`src/rtl/maj_fold_sched.sv`:
```
// Folded majority scheduler: one shared W-bit popcount slice walks the N-bit vote
// vector chunk by chunk and stops as soon as the majority outcome is decided.
module maj_fold_sched #(
  parameter int unsigned N      = 55,
  parameter int unsigned W      = 8,
  parameter int unsigned THRESH = (N + 1) / 2
) (
  input  logic                            clk,
  input  logic                            rst,
  input  logic                            in_valid,
  output logic                            in_ready,
  input  logic [N-1:0]                    x,
  output logic                            out_valid,
  input  logic                            out_ready,
  output logic                            y,
  output logic [$clog2(N+1)-1:0]          ones,
  output logic [$clog2((N+W-1)/W+1)-1:0]  chunks
);

  localparam int unsigned NCH    = (N + W - 1) / W;
  localparam int unsigned CW     = $clog2(N + 1);
  localparam int unsigned IW     = $clog2(NCH + 1);
  localparam int unsigned PW     = NCH * W;
  localparam int unsigned LAST_W = N - (NCH - 1) * W;
  localparam logic [CW:0] THR    = (CW+1)'(THRESH);

  typedef enum logic [1:0] {IDLE, RUN, DONE} state_e;

  state_e          state_q, state_d;
  logic [PW-1:0]   shadow_q, shadow_d;
  logic [CW-1:0]   acc_q, acc_d, rem_q, rem_d;
  logic [IW-1:0]   idx_q, idx_d;
  logic            y_q, y_d;
  logic [CW-1:0]   ones_q, ones_d;
  logic [IW-1:0]   chunks_q, chunks_d;

  logic [W-1:0]    chunk_bits;
  logic [CW-1:0]   c, valid_bits, acc_n, rem_n;
  logic [CW:0]     reach_n;
  logic [IW-1:0]   idx_n;

  // The shadow is zero-padded above bit N-1, so the last chunk's upper bits count as 0.
  always_comb begin
    chunk_bits = shadow_q[idx_q*W +: W];
    c          = '0;
    for (int i = 0; i < int'(W); i++) c = c + CW'(chunk_bits[i]);
    valid_bits = (idx_q == IW'(NCH - 1)) ? CW'(LAST_W) : CW'(W);
    acc_n      = acc_q + c;
    rem_n      = rem_q - valid_bits;
    reach_n    = {1'b0, acc_n} + {1'b0, rem_n};
    idx_n      = idx_q + IW'(1);
  end

  // NOTE: every variable gets its default before the case so no path can infer a latch.
  always_comb begin
    state_d  = state_q;
    shadow_d = shadow_q;
    acc_d    = acc_q;
    rem_d    = rem_q;
    idx_d    = idx_q;
    y_d      = y_q;
    ones_d   = ones_q;
    chunks_d = chunks_q;
    unique case (state_q)
      IDLE: begin
        if (in_valid) begin
          shadow_d = PW'(x);
          acc_d    = '0;
          rem_d    = CW'(N);
          idx_d    = '0;
          state_d  = RUN;
        end
      end
      RUN: begin
        acc_d = acc_n;
        rem_d = rem_n;
        idx_d = idx_n;
        if ({1'b0, acc_n} >= THR) begin
          y_d      = 1'b1;
          ones_d   = acc_n;
          chunks_d = idx_n;
          state_d  = DONE;
        end else if (reach_n < THR) begin
          y_d      = 1'b0;
          ones_d   = acc_n;
          chunks_d = idx_n;
          state_d  = DONE;
        end
      end
      DONE: begin
        if (out_ready) state_d = IDLE;
      end
      default: state_d = IDLE;
    endcase
  end

  // NOTE: state registers use non-blocking assignments so all flops update together at the edge.
  // NOTE: the shadow is reset too, so a stale vector never leaks into a run after an abort.
  always_ff @(posedge clk or posedge rst) begin
    if (rst) begin
      state_q  <= IDLE;
      shadow_q <= '0;
      acc_q    <= '0;
      rem_q    <= '0;
      idx_q    <= '0;
      y_q      <= 1'b0;
      ones_q   <= '0;
      chunks_q <= '0;
    end else begin
      state_q  <= state_d;
      shadow_q <= shadow_d;
      acc_q    <= acc_d;
      rem_q    <= rem_d;
      idx_q    <= idx_d;
      y_q      <= y_d;
      ones_q   <= ones_d;
      chunks_q <= chunks_d;
    end
  end

  // Handshake flags decode the state directly, so reset drops out_valid asynchronously.
  assign in_ready  = (state_q == IDLE);
  assign out_valid = (state_q == DONE);
  assign y         = y_q;
  assign ones      = ones_q;
  assign chunks    = chunks_q;

endmodule
```
`config.mk`:
```
export PLATFORM = sky130hd
export DESIGN_NAME = maj_fold_sched
export DESIGN_NICKNAME = d
export VERILOG_FILES = /design/src/rtl/maj_fold_sched.sv
export SDC_FILE = /design/constraint.sdc
export NUM_CORES = 1
export LEC_CHECK = 0
export CAP_MARGIN = 20
export CORE_ASPECT_RATIO = 0.9
export CORE_MARGIN = 2
export CORE_UTILIZATION = 54
export DETAILED_ROUTE_END_ITERATION = 10
export PLACE_DENSITY = 0.8
export SETUP_SLACK_MARGIN = 0.5
export SLEW_MARGIN = 20
export SYNTH_ARGS = -nofsm -noshare
export SYNTH_HDL_FRONTEND = slang
export SYNTH_SLANG_ARGS = --single-unit
```
`constraint.sdc`:
```
create_clock -name clk -period 7.35 [get_ports clk]
set_clock_uncertainty 0.15 [all_clocks]
set_input_delay 1.47 -clock clk [delete_from_list [all_inputs] [get_ports clk]]
set_output_delay 1.47 -clock clk [all_outputs]
set_load 0.05 [all_outputs]
```
=== After elaboration in Yosys (flattened, before gate mapping) ===
Cells that the tools add are included.

* Logic and storage cells: 53
* Register bits: 82
* Bits of input ports: 59
* Output and inout bits: 12

* Reduce and logical (&&, ||, !) cells: 7
* $lt $le $gt $ge: 2
* Mux-type cells: 18
* Shift operators: 1
* Add/sub/neg operators: 11
* Equality and inequality tests: 6

{| class="wikitable"
|+ Operators by type and width
! operator !! count
|-
| $shiftx 56x7->8 || 1
|-
| $mux 6 || 4
|-
| $pmux 6 s2 || 2
|-
| $add 6x1->6 || 2
|-
| $mux 3 || 3
|-
| $mux 2 || 4
|-
| $add 6x6->7 || 1
|-
| $lt 7x5->1 const B || 1
|-
| $add 5x1->6 || 1
|-
| $add 6x6->6 || 1
|-
| $ge 6x5->1 const B || 1
|-
| $pmux 2 s3 || 1
|-
| $pmux 3 s2 || 1
|-
| $reduce_and 2->1 || 3
|-
| $sub 6x4->6 || 1
|-
| $add 4x1->5 || 1
|-
| $add 3x1->4 || 1
|-
| $mux 4 || 1
|-
| $reduce_bool 2->1 || 2
|-
| $add 2x1->3 || 1
|-
| $add 3x1->3 const B || 1
|-
| $eq 3x3->1 const B || 1
|-
| $ne 3x3->1 const B || 1
|-
| $reduce_and 3->1 || 1
|-
| 7 further kinds || 8
|}

=== Depth between registers and ports, before layout ===
Gate-level depths: netlist of the first run.

* Word-level depth: 14
* Gate-level depth with buffers: 22
* Depth with buffers taken out: 21

=== Least setup slack after synthesis of the first run ===
OpenSTA, ideal clock, no wires.

* Path kind: flip-flop to flip-flop
* Start point: register idx_q[1]
* End point: register y_q, in the netlist y
* Arrival: 6.183 ns
* Path slack: 0.899 ns
* Data required time: 7.082 ns
* Path buffers: 2
* Clock period less this slack: 6.451 ns
* Library setup time: 0.118 ns
* Cell stages (with the launch flop): 21
* Path through: dfrtp_1 clkbuf_1 buf_1 mux4_2 mux2i_1 fa_1 fa_1 fa_1 inv_1 fa_1 fa_1 and3_2 or3_4 and2_2 ha_1 or2_2 nand3_1 o311ai_2 nor2_1 nand2_1 a21o_1

* Word-level cells in the longest chain between the ends: 13
* Elaborated cells between the ends (all ways): 18
* Classes of those cells: 10 x add/sub; 2 x order compare; 1 x eq/ne; 1 x shift; 2 x mux; 2 x reduce/logical

{| class="wikitable"
|+ Ends and longest elaborated chain
! item !! line !! RTL
|-
| from (decl) || 32 || <nowiki>logic [IW-1:0] idx_q, idx_d;</nowiki>
|-
| from (signal assigned) || 114 || <nowiki>idx_q <= idx_d;</nowiki>
|-
| $shiftx 56x7->8 || 44 || <nowiki>chunk_bits = shadow_q[idx_q*W +: W];</nowiki>
|-
| $add 1x1->2 || 46 || <nowiki>for (int i = 0; i < int'(W); i++) c = c + CW'(chunk_bits[i]);</nowiki>
|-
| $add 2x1->3 || 46 ||
|-
| $add 3x1->4 || 46 ||
|-
| $add 4x1->5 || 46 ||
|-
| $add 5x1->6 || 46 ||
|-
| $add 6x1->6 (2 in series) || 46 ||
|-
| $add 6x6->6 || 48 || <nowiki>acc_n = acc_q + c;</nowiki>
|-
| $add 6x6->7 || 50 || <nowiki>reach_n = {1'b0, acc_n} + {1'b0, rem_n};</nowiki>
|-
| $lt 7x5->1 || 83 || <nowiki>end else if (reach_n < THR) begin</nowiki>
|-
| $reduce_bool 2->1 (no line) || n/a ||
|-
| $reduce_and 2->1 (no line) || n/a ||
|-
| to (signal assigned) || 115 || <nowiki>y_q <= y_d;</nowiki>
|-
| to (decl) || 33 || <nowiki>logic y_q, y_d;</nowiki>
|}

Parallel ways exist; a longest one is shown, timed or not.
A chain may end at the register's enable or synchronous reset.

=== Worst setup path after layout of the first run ===
* Start point: register idx_q[0]
* End point: register y_q, in the netlist y

The elaborated chain is that of the path after synthesis.

==> flow_summary.ini, run 1 <==
[global_routing]
grt.busiest_layer = met2
met2_usage_pct = 39.7
antenna_found_initial = 0
use_met3_pct = 4.26
grt_util_all_layers_pct = 23.7
grt_pass1_wl_microns = 17100
grt-ovfl-total = 0
groute.layer.met1.usage_pct = 31.5
grt_max_degree = 83
first_global_vias = 3589

[timing]
rsz0062_at_grt = no
finalHoldViolCount = 0
max_slew_margin_pct = 29.6
post-route-period-util_pct = 88.6
final_max_slew_viol_count = 0
finalSetupTns_ns = 0
clock.fmax_mhz = 154
setup_violations = 0
hold_slack_ns = 0.333
worst_pin_slew_ns = 1.06
min_period_ns = 6.51

[synthesis]
synthArstFlopShare_pct = 100
ys_ff_latch = 82
synth_enable_flop_cells = 0
netlist_instances = 492
synth.area.top_cells = dfrtp_1 45%, nand2_1 16%, ha_1 4.7%
netlist.area_leader.share_pct = 45.5
postSynthNetCount = 574
synthDistinctLibCells = 51
ys_seq_area_share_pct = 45.5
yosysTopAreaCell = dfrtp_1
avgSynthCellArea_sq_um = 9.17
synthFlopType = dfrtp_1
syn_area_sq_um = 4510
ys_warn_count = 0

[clocking]
cts_max_path_buffers = 2
clock_latency_ns = 0.36
cts.clk_slew.worst_paths_ns = 0.09
cts-buffers-inserted = 9
cts_hold_buf = 0
clock-root-buffer = clkbuf_8
tritoncts = done
cts.sink_count = 82
h-tree-depth = 3

[die]
start_util_pct = 55.9
row_count = 31
design.core.area_sq_um = 8070
die_area_sq_um = 9110
die-width_microns = 100
die_h_microns = 90.7
io_pins = 71

[cells_and_area]
final_nets = 636
layout_common_cells = 192 x nand2_1, 80 x dfrtp_1, 70 x clkdlybuf4s50_1, 20 x nor2_1, 18 x inv_1
instances_no_fill = 658
drive_gt1_share_pct = 9.48
fill_cells = 663
finish.utilization_pct = 67.7
insertedDiodeCount = 0
layout_commonest_cell = nand2_1
areaGrowthSynthToFinish_pct = 21.0

[worst_hold_path]
hp-start = shadow_q[19]
min_path_cells = 2
min_to = shadow_q[19]
hold_path.class = flip-flop to flip-flop

[worst_setup_path]
start_kind = flip-flop
r2r-end = y
cp_slowest_stage_delay_ns = 0.54
worstRegToRegCells = 19
arrival_ns = 6.62
required_ns = 7.46
path_cells = buf_4, mux4_2, mux2i_1, fa_1, fa_1, fa_1, inv_1, fa_1, fa_1, and3_2, or3_4, and2_2, ha_1, nand2_1, xor2_1, o311ai_4, nor2_2, nand2_1, a21o_1
critPathTopFamily = adder cells
r2r-start = idx_q[0]
critPathMostFrequentCell = fa_1
crit_path_end_kind = flip-flop
worstSetupPathType = flip-flop to flip-flop
path_buf_inv = 2
critPathMaxFanout = 13
cp_slowest_cell = fa_1
worst-r2r-setup-slack_ns = 0.84

[detailed_routing]
vias = 3642
vias_per_cell = 5.53
first_pass_iters = 4
drc = 0
routed_wl_microns = 10100
drt_iter0_markers = 134
ant_nets = 0
wire_per_inst_microns = 15.3

[outcome]
status = finished clean

[placement]
place_hpwl_microns = 7290
numPortBuffers = 70
gp_congestion = 0.925
place_inst = 642

[run]
max_cap_violations = 0
[worst register-to-register path, stage by stage, from the launching register on]
cell and delay, ns:
dfrtp_2 0.50, buf_4 0.22, mux4_2 0.52, mux2i_1 0.17, fa_1 0.46, fa_1 0.52, fa_1 0.54, inv_1 0.06
fa_1 0.49, fa_1 0.42, and3_2 0.23, or3_4 0.34, and2_2 0.21, ha_1 0.30, nand2_1 0.11, xor2_1 0.29
o311ai_4 0.21, nor2_2 0.23, nand2_1 0.20, a21o_1 0.23
[state kept, by name (all words and copies together) (netlist names)]
signal / count
acc_q: 6
chunks: 3
idx_q: 3
ones: 6
rem_q: 6
shadow_q: 55
state_q: 2
y: 1
[worst max-delay path by stage]
stage                     cells past startpoint  endpoint      from  slack, ns
after floorplan                              20         y  idx_q[1]       0.90
after global placement                       18         y  idx_q[1]       0.84
after detailed placement                     20         y  idx_q[1]       0.66
after CTS                                    18         y  idx_q[1]       0.66
after global routing                         19         y  idx_q[0]       0.54
final                                        19         y  idx_q[0]       0.84
[area by class of cell]
class                   count  area [sq um]  share of cell area [%]
inverters                  19          72.6                    1.33
multi-input cells         366          2280                    41.8
clock inverters             6          51.3                   0.940
clock buffers              10           128                    2.34
flip-flops and latches     82          2050                    37.6
well taps                  99           124                    2.27
repair buffers             76           749                    13.7
[cell families after synthesis]
family / share of synthesized area (%)
DFF: 45.5
muxes: 7.60
xor gates and xnor gates: 1.55
AOI/OAI and AO/OA: 10.9
and+or+nand+nor: 22.7
adders and majority gates: 7.37
buffers and inverters: 4.44
[synth_stat cells (4+ instances only)]
cell	instances
a21oi_1	11
a211o_1	5
mux4_2	8
o31ai_1	4
fa_1	6
xor2_1	5
nand2_1	193
inv_1	19
a21o_1	5
dfrtp_1	82
nand3_1	9
a32oi_1	4
and3_1	4
mux2i_1	14
clkbuf_1	18
ha_1	17
o21ai_0	18
nor2_1	22
[routing by layer]
layer / wire, microns / up-vias
met4: 182 / 0
met2: 5030 / 82
met1: 4530 / 1776
met3: 319 / 14
met5: 0 / -
li1: - / 1770
[metrics by stage]
step                instance area (sq um)  setup slack (ns)
floorplan                            4510             0.899
global placement                     5260             0.844
detailed placement                   5260             0.658
CTS                                  5440             0.659
global route                         5460             0.537
finish                               5460             0.839
[timing repair]
item / CTS / global route
hold endpoints to repair: 0 / 0
endpoints found under the setup margin: 0 / 12
buffers inserted: 0 / 0
resized for setup: 0 / 6
Power of run 1 is left out: the tool's default activity adds up to more than one toggle a clock period on the data nets, which glitch-free logic cannot reach.
==> inputs of run 2 (changes only) <==
--- a/config.mk
+++ b/config.mk
@@ -5,8 +5,6 @@
 export SDC_FILE = /design/constraint.sdc
 export NUM_CORES = 1
 export LEC_CHECK = 0
-export CAP_MARGIN = 20
-export CORE_ASPECT_RATIO = 0.9
 export CORE_MARGIN = 2
 export CORE_UTILIZATION = 54
 export DETAILED_ROUTE_END_ITERATION = 10
==> constraint.sdc (replaced) <==
create_clock -name clk -period 7.35 [get_ports clk]
set_clock_uncertainty 0.15 [all_clocks]
set_input_delay 0.735 -clock clk [delete_from_list [all_inputs] [get_ports clk]]
set_output_delay 0.735 -clock clk [all_outputs]
set_load 0.05 [all_outputs]
==> flow_summary.ini, run 2 (synthesis results as in run 1) <==
[die]
die-width_microns = 95.4
die_h_microns = 95.4
io_pins = 71
start_util_pct = 55.2
die_area_sq_um = 9100
design.core.area_sq_um = 8180
row_count = 33

[global_routing]
grt_util_all_layers_pct = 25.5
grt_max_degree = 83
grt-ovfl-total = 0
first_global_vias = 3704
antenna_found_initial = 0
grt_pass1_wl_microns = 17700

[cells_and_area]
final_nets = 634
largest_reg_flops = 55
areaGrowthSynthToFinish_pct = 21.3
insertedDiodeCount = 0
layout_commonest_cell = nand2_1
postLayoutCellArea_sq_um = 5480
drive_gt1_share_pct = 9.16
top_register = shadow_q
layout_common_cells = 192 x nand2_1, 81 x dfrtp_1, 70 x clkdlybuf4s50_1, 20 x nor2_1

[worst_hold_path]
hp-start = shadow_q[39]
min_to = shadow_q[39]
hold_path.class = flip-flop to flip-flop
min_path_cells = 2

[worst_setup_path]
worstSetupPathType = flip-flop to flip-flop
crit_path_end_kind = flip-flop
r2r-end = y
critPathMaxFanout = 16
arrival_ns = 6.57
required_ns = 7.46
critPathMostFrequentCell = fa_1
worstRegToRegCells = 19
start_kind = flip-flop
cp_slowest_stage_delay_ns = 0.55
cp_slowest_cell = fa_1
worst-r2r-setup-slack_ns = 0.89
r2r-start = idx_q[0]
path_cells = buf_4, mux4_2, mux2i_1, fa_1, fa_1, fa_1, inv_1, fa_1, fa_1, and3_2, or3_4, and2_2, ha_1, nand2_1, xor2_1, o311ai_4, nor2_2, nand2_1, a21o_1

[placement]
place_area_sq_um = 5250
gp_congestion = 0.919
numPortBuffers = 70
place_hpwl_microns = 7390

[timing]
finalSetupTns_ns = 0
clock.fmax_mhz = 155
worst_pin_slew_ns = 0.997
setup_violations = 0
min_period_ns = 6.46
hold_slack_ns = 0.336
finalHoldViolCount = 0
max_slew_margin_pct = 33.5
post-route-period-util_pct = 87.9
final_max_slew_viol_count = 0
rsz0062_at_grt = no

[detailed_routing]
vias_per_cell = 5.49
drc = 0
vias = 3635
drt_iter0_markers = 160
ant_nets = 0
routed_wl_microns = 10300
wire_per_inst_microns = 15.6
first_pass_iters = 4

[clocking]
clock_latency_ns = 0.36
h-tree-depth = 3
tritoncts = done
cts_max_path_buffers = 2
clock-root-buffer = clkbuf_8
cts.clk_slew.worst_paths_ns = 0.09
cts-buffers-inserted = 9
cts.sink_count = 82
cts_setup_buffers = 0
cts_resized = 0
cts_hold_buf = 0

[outcome]
status = finished clean

[run]
max_cap_violations = 0
-- run 2: critical path, delay by kind of cell (launching register included) --
kind | cells | cell delay, ns
XOR/XNOR | 1 | 0.29
adder cells (fa/ha/maj) | 6 | 2.77
AO/OA/AOI/OAI | 2 | 0.45
buffers and inverters | 2 | 0.35
AND/OR/NAND/NOR | 6 | 1.35
multiplexers | 2 | 0.49
flip-flops | 1 | 0.51
-- run 2: worst max-delay path by stage --
stage,from,to,cells past startpoint
finish,idx_q[0],y,19
global route,idx_q[0],y,21
CTS,idx_q[0],y,21
detailed placement,idx_q[0],y,21
global placement,idx_q[1],y,18
floorplan,idx_q[1],y,20
-- run 2: through the flow --
step / utilization [%] / instances / setup WS [ns]
3_5_place_dp: 64.2 / 646 / 0.730
5_1_grt: 67.0 / 662 / 0.530
3_3_place_gp: 64.2 / 646 / 0.966
2_1_floorplan: - / 492 / 0.899
6_report: 67.0 / 662 / 0.887
4_1_cts: 66.7 / 662 / 0.698
-- run 2: layer usage --
metal	vias to the layer above	part of all wire [%]	GRT usage, %
met5	-	0	0
met4	0	2.1	9.64
met3	24	3.7	4.82
met2	98	52	44.3
met1	1750	42	31.6
li1	1763	-	-
-- run 2: final cells by class --
cell class / instances / area [sq um]
Tap cell: 105 / 131
Clock inverter: 5 / 61.3
Fill cell: 656 / 2700
Multi-Input combinational cell: 366 / 2280
Clock buffer: 11 / 141
Timing Repair Buffer: 74 / 734
Sequential cell: 82 / 2050
Inverter: 19 / 71.3
Power of run 2 is left out for the same reason.
